<file path="config.mk">
export PLATFORM = sky130hd
export DESIGN_NAME = instr_sequencer
export DESIGN_NICKNAME = d
export VERILOG_FILES = /design/src/rtl/cpu_pkg.sv /design/src/rtl/ack_timer.sv /design/src/rtl/instr_sequencer.sv
export SDC_FILE = /design/constraint.sdc
export NUM_CORES = 1
export LEC_CHECK = 0
export BUFFER_PORTS_ARGS = -buffer_cell sky130_fd_sc_hd__buf_2
export CORE_MARGIN = 2
export CORE_UTILIZATION = 40
export CTS_CLUSTER_SIZE = 25
export DETAILED_ROUTE_END_ITERATION = 8
export PLACE_DENSITY = 0.68
export SYNTH_ARGS = -nofsm -noshare
export SYNTH_HDL_FRONTEND = slang
export SYNTH_SLANG_ARGS = --single-unit
</file>
<file path="constraint.sdc">
create_clock -name Clk -period 3.1 [get_ports Clk]
set_clock_uncertainty 0.1 [all_clocks]
set_input_delay 0.62 -clock Clk [delete_from_list [all_inputs] [get_ports Clk]]
set_output_delay 0.62 -clock Clk [all_outputs]
set_load 0.05 [all_outputs]
</file>
<file path="src/rtl/cpu_pkg.sv">
// Shared definitions for the instruction sequencer: sequencer states, default widths,
// the halt opcode and the control-word bit positions the sequencer interprets.
package cpu_pkg;

    localparam int WIDTH_OPCODE_DEF         = 4;
    localparam int WIDTH_CONTROL_SIGNAL_DEF = 10;
    localparam int WIDTH_PC_DEF             = 8;
    localparam int WIDTH_INSTR_DEF          = 16;
    localparam int ACK_TIMEOUT_DEF          = 16;

    localparam logic [3:0] OPC_HALT = 4'd15;

    localparam int MEM_RD_BIT = 9;
    localparam int REG_WR_BIT = 0;

    typedef enum logic [2:0] {
        IDLE   = 3'd0,
        FETCH  = 3'd1,
        DECODE = 3'd2,
        EXEC   = 3'd3,
        MEM    = 3'd4,
        WB     = 3'd5,
        HALT   = 3'd6
    } state_t;

    function automatic logic is_busy(input state_t s);
        return !(s == IDLE || s == HALT);
    endfunction

endpackage

</file>
<file path="src/rtl/ack_timer.sv">
// Counts consecutive cycles spent waiting for an acknowledge; expired flags the
// last allowed waiting cycle so the caller can give up at that edge.
module ack_timer #(
    parameter int LIMIT = 16
) (
    input  logic clk,
    input  logic rst_n,
    input  logic clear,
    input  logic enable,
    output logic expired
);

    localparam int CW = $clog2(LIMIT + 1);

    logic [CW-1:0] count_q;
    logic [CW-1:0] count_d;

    // Ack in the final cycle wins because enable is already low when ack is present.
    assign expired = enable && (count_q == CW'(LIMIT - 1));

    always_comb begin
        // NOTE: default first so every path assigns count_d and no latch is inferred.
        count_d = count_q;
        if (clear) begin
            count_d = '0;
        end else if (enable) begin
            count_d = count_q + CW'(1);
        end
    end

    // NOTE: sequential state is updated with non-blocking assignments only.
    always_ff @(posedge clk) begin
        if (!rst_n) begin
            count_q <= '0;
        end else begin
            count_q <= count_d;
        end
    end

endmodule

</file>
<file path="src/rtl/instr_sequencer.sv">
// Multi-cycle fetch/decode/execute sequencer; the control decoder sits outside and
// is driven by Opcode, its word sampled back through ControlSignal.
module instr_sequencer
    import cpu_pkg::*;
#(
    parameter int WIDTH_OPCODE         = WIDTH_OPCODE_DEF,
    parameter int WIDTH_CONTROL_SIGNAL = WIDTH_CONTROL_SIGNAL_DEF,
    parameter int WIDTH_PC             = WIDTH_PC_DEF,
    parameter int WIDTH_INSTR          = WIDTH_INSTR_DEF,
    parameter int ACK_TIMEOUT          = ACK_TIMEOUT_DEF
) (
    input  logic                            Clk,
    input  logic                            Reset_n,
    input  logic                            Start,
    output logic                            InstrReq,
    output logic [WIDTH_PC-1:0]             InstrAddr,
    input  logic                            InstrAck,
    input  logic [WIDTH_INSTR-1:0]          InstrData,
    output logic [WIDTH_OPCODE-1:0]         Opcode,
    input  logic [WIDTH_CONTROL_SIGNAL-1:0] ControlSignal,
    output logic [WIDTH_INSTR-1:0]          Ir,
    output logic [WIDTH_CONTROL_SIGNAL-1:0] CtrlReg,
    output logic                            MemReq,
    input  logic                            MemAck,
    output logic                            RegWrite,
    output logic                            Busy,
    output logic                            Halted,
    output logic                            Error
);

    state_t                            state_q, state_d;
    logic [WIDTH_PC-1:0]               pc_q, pc_d;
    logic [WIDTH_INSTR-1:0]            ir_q, ir_d;
    logic [WIDTH_CONTROL_SIGNAL-1:0]   ctrl_q, ctrl_d;
    logic                              error_q, error_d;
    logic                              instr_req_q, instr_req_d;
    logic                              mem_req_q, mem_req_d;
    logic                              reg_write_q, reg_write_d;
    logic                              busy_q, busy_d;
    logic                              halted_q, halted_d;

    logic waiting;
    logic timer_enable;
    logic timer_expired;

    assign waiting      = (state_q == FETCH) || (state_q == MEM);
    assign timer_enable = ((state_q == FETCH) && !InstrAck) || ((state_q == MEM) && !MemAck);

    // Held clear in every non-waiting state, so it starts from zero on entry to FETCH or MEM.
    ack_timer #(
        .LIMIT(ACK_TIMEOUT)
    ) u_ack_timer (
        .clk    (Clk),
        .rst_n  (Reset_n),
        .clear  (!waiting),
        .enable (timer_enable),
        .expired(timer_expired)
    );

    always_comb begin
        state_d = state_q;
        pc_d    = pc_q;
        ir_d    = ir_q;
        ctrl_d  = ctrl_q;
        error_d = error_q;

        case (state_q)
            IDLE: begin
                if (Start) state_d = FETCH;
            end
            FETCH: begin
                if (InstrAck) begin
                    ir_d    = InstrData;
                    state_d = DECODE;
                end else if (timer_expired) begin
                    error_d = 1'b1;
                    state_d = HALT;
                end
            end
            DECODE: begin
                ctrl_d = ControlSignal;
                if (Opcode == WIDTH_OPCODE'(OPC_HALT)) begin
                    state_d = HALT;
                end else if (ControlSignal[MEM_RD_BIT]) begin
                    state_d = MEM;
                end else begin
                    state_d = EXEC;
                end
            end
            EXEC: begin
                state_d = WB;
            end
            MEM: begin
                if (MemAck) begin
                    state_d = WB;
                end else if (timer_expired) begin
                    error_d = 1'b1;
                    state_d = HALT;
                end
            end
            WB: begin
                pc_d    = pc_q + WIDTH_PC'(1);
                state_d = FETCH;
            end
            HALT: begin
                if (Start) begin
                    pc_d    = '0;
                    error_d = 1'b0;
                    state_d = FETCH;
                end
            end
            default: begin
                state_d = IDLE;
            end
        endcase

        // Outputs are registered from the next state, so they follow state_q exactly.
        instr_req_d = (state_d == FETCH);
        mem_req_d   = (state_d == MEM);
        reg_write_d = (state_d == WB) && ctrl_d[REG_WR_BIT];
        busy_d      = is_busy(state_d);
        halted_d    = (state_d == HALT);
    end

    always_ff @(posedge Clk) begin
        if (!Reset_n) begin
            state_q     <= IDLE;
            pc_q        <= '0;
            ir_q        <= '0;
            ctrl_q      <= '0;
            error_q     <= 1'b0;
            instr_req_q <= 1'b0;
            mem_req_q   <= 1'b0;
            reg_write_q <= 1'b0;
            busy_q      <= 1'b0;
            halted_q    <= 1'b0;
        end else begin
            state_q     <= state_d;
            pc_q        <= pc_d;
            ir_q        <= ir_d;
            ctrl_q      <= ctrl_d;
            error_q     <= error_d;
            instr_req_q <= instr_req_d;
            mem_req_q   <= mem_req_d;
            reg_write_q <= reg_write_d;
            busy_q      <= busy_d;
            halted_q    <= halted_d;
        end
    end

    assign InstrReq  = instr_req_q;
    assign InstrAddr = pc_q;
    assign Opcode    = ir_q[WIDTH_INSTR-1 -: WIDTH_OPCODE];
    assign Ir        = ir_q;
    assign CtrlReg   = ctrl_q;
    assign MemReq    = mem_req_q;
    assign RegWrite  = reg_write_q;
    assign Busy      = busy_q;
    assign Halted    = halted_q;
    assign Error     = error_q;

endmodule

</file>
==> impl_metrics.tcl <==
set metrics [dict create \
    drv_slew 0 \
    maxCapViolations 0 \
    io_pins 75 \
    cpPeakStageDelay_ps 450 \
    yosysMostFrequentCell "dfxtp_1" \
    arrival_ps 2320 \
    period_needed_ps 2220 \
    ir_drop_mv 0.258 \
    multi_input_area_um2 1030 \
    fmax_mhz 451 \
    regArea_um2 961 \
    clockBufferDepth 2 \
    vias 1717 \
    p_int_mw 0.883 \
    whs_ps 353 \
    postRouteAntennaNets 0 \
    powerDensity_nw_per_um2 479 \
    crit_path_frequent_cell "ha_1" \
    place_congestion 0.751 \
    cts.clk_slew.worst_paths_ps 90 \
    post_cts_resized 0 \
    placedCellCount 354 \
    core_um2 5070 \
    synth_flop_cell "dfxtp_1" \
    cts_buffers 5 \
    synth.net_count 257 \
    drt-wirelength-per-cell_um 11.4 \
    synth_top_area_cell "dfxtp_1" \
    drtIter0Drc 69 \
    grt_use_total_pct 14.7 \
    grt_max_degree 36 \
    hold_class "reg -> reg" \
    p_leak_nw 1.11 \
    seq_area_frac_synth_pct 45.8 \
    finish.utilization_pct 50.7 \
    met3_usage_pct 3.91 \
    seqPwrFrac_pct 53.1 \
    clk_latency_ps 290 \
    layout.nets 325 \
    yosys_warnings 0 \
    synth_edf_count 0 \
    synthCells 223 \
    final_hold_viol_count 0 \
    initial_core_util_pct 41.3 \
    antenna_found_initial 0 \
    rsz0062_at_grt "false" \
    finalCritPeriodShare_pct 71.5 \
    antenna_cells 0 \
    synth_seq_cells 48 \
    grt_util_met2_pct 25.9 \
    cts_hold_buf 0 \
    post_cts_buffers 0 \
    cp_slowest_cell "a311oi_1" \
    cts_max_level 2 \
    grt_pass1_wl_mm 7.17 \
    synthTopCellsByCount "48 x dfxtp_1, 35 x nand2_1, 19 x nor2_1" \
    fp.dieW_um 76.4 \
    io_buffers 74 \
    detailed_place_hpwl_mm 3.02 \
    vias_per_cell 4.74 \
    startpoint_type "flip-flop" \
    worstPathCellList "ha_1 -> and3_1 -> ha_1 -> and4bb_1 -> a211oi_1 -> a311oi_1 -> xnor2_1 -> o21a_1" \
    grt_use_met1_pct 17.2 \
    remaining_drc_errors 0 \
    cp_max_fo 4 \
    async_reset_ff_share_pct 0 \
    grt_pass1_vias 1617 \
    power_switching_mw 0.349 \
    fillCellCount 523 \
    post_synth_num_cell_types 41 \
    combPwrFrac_pct 15.9 \
    syn_area_um2 2100 \
    power.switching_fraction_pct 28.3 \
    fin_tns_setup_ps 0 \
    cts_tree "built" \
    crit_type "reg -> reg" \
    synth_area_leaders "dfxtp_1 46%, nand2_1 6.3%, a21boi_1 5.7%, mux2i_1 5.2%, nor2b_1 3.6%" \
    rows 26 \
    relSlewSlack_pct 57.7 \
    die_h_um 76.4 \
    dr.pass1.iters 4 \
    fp.dieArea_um2 5840 \
    worstPathRequired_ps 3200 \
    clockRootBuffer "clkbuf_8" \
    dpl_worst_slack_ps 905 \
    status "finished clean" \
    busiest_layer "met2" \
    final_cells 362 \
    setup_slack_ps 884 \
    pwr-share-clk_pct 31.0 \
    cts_sinks 48 \
    routed_wl_mm 4.13 \
    synthToLayoutAreaGrowth_pct 22.5 \
    synth_top_area_share_pct 45.8 \
    avgSynthCellArea_um2 9.41 \
    drive_gt1_share_pct 29.8 \
    worstMarginPinSlew_ps 633 \
    setup_viol 0 \
    overflow 0 \
    cp-end-kind "flip-flop" \
]
[layout make-up]
cell class,count,share of cell area (%)
multi-input combinational,157,40.1
timing repair buffer,76,15.0
inverter,3,0.438
tap,70,3.41
clock inverter,1,0.292
clock buffer,7,3.36
sequential,48,37.4
[power by group through the flow]
stage | clock network (mW) | logic (mW) | registers (mW)
6_report | 0.382 | 0.195 | 0.655
5_1_grt | 0.419 | 0.211 | 0.659
4_1_cts | 0.397 | 0.197 | 0.655
3_5_place_dp | 0 | 0.197 | 0.669
3_3_place_gp | 0 | 0.195 | 0.669
2_1_floorplan | 0 | 0.0977 | 0.719
[registers in the layout, summed over array words and instances (netlist names)]
signal and cells:
Ir 16, Error 1, MemReq 1, Halted 1, InstrReq 1, InstrAddr 8, Busy 1, CtrlReg 10
u_ack_timer.count_q 5, state_q 3, RegWrite 1
[cells in the final DEF, fill, tap and decap left out, drive strengths merged, types with 2 or more instances in the layout]
cell and instances:
nand2 35, a21boi 17, and2 2, and3 3
dfxtp 48, nor2b 12, buf 76, a211oi 2
nand3b 2, nor3b 3, nor2 19, ha 3
nand4 3, mux2i 11, or3b 3, xnor2 5
xor2 7, clkbuf 7, inv 3, nand3 7
a21oi 7, o21ai 2
[critical path: cells and delay by family, from the launching register on]
family                     cells  cell delay, ps
adders and majority gates      2             440
and+or+nand+nor                2             390
DFF                            1             380
AOI/OAI and AO/OA              3             680
xor gates and xnor gates       1             130
[per-layer routing]
metal  share of wire, %  wire (µm)
met4               0.87         36
met2                 49       2030
met5                  0          0
met3                4.2        174
met1                 46       1880
[per-stage QoR]
step | area (µm²) | power [mW]
final | 2570 | 1.23
after global routing | 2570 | 1.29
after CTS | 2570 | 1.25
after detailed placement | 2480 | 0.866
after global placement | 2480 | 0.864
after floorplan | 2100 | 0.817
[worst paths after layout]
path,from,endpoint,slack (ps),cells past startpoint
setup / recovery,u_ack_timer.count_q[0],Busy,880,8
hold / removal,Ir[10],Ir[10],350,2
setup reg to reg,u_ack_timer.count_q[0],Busy,880,8
hold reg to reg,Ir[10],Ir[10],350,2
[cell families after synthesis]
kind of cell / synth area share, %
multiplexers: 5.25
flip-flops: 45.8
AO/OA/AOI/OAI: 14.3
AND/OR/NAND/NOR: 22.6
buffers and inverters: 5.25
XOR/XNOR: 5.01
adder cells (fa/ha/maj): 1.79
Note: power is estimated with default switching activity, not from simulation.
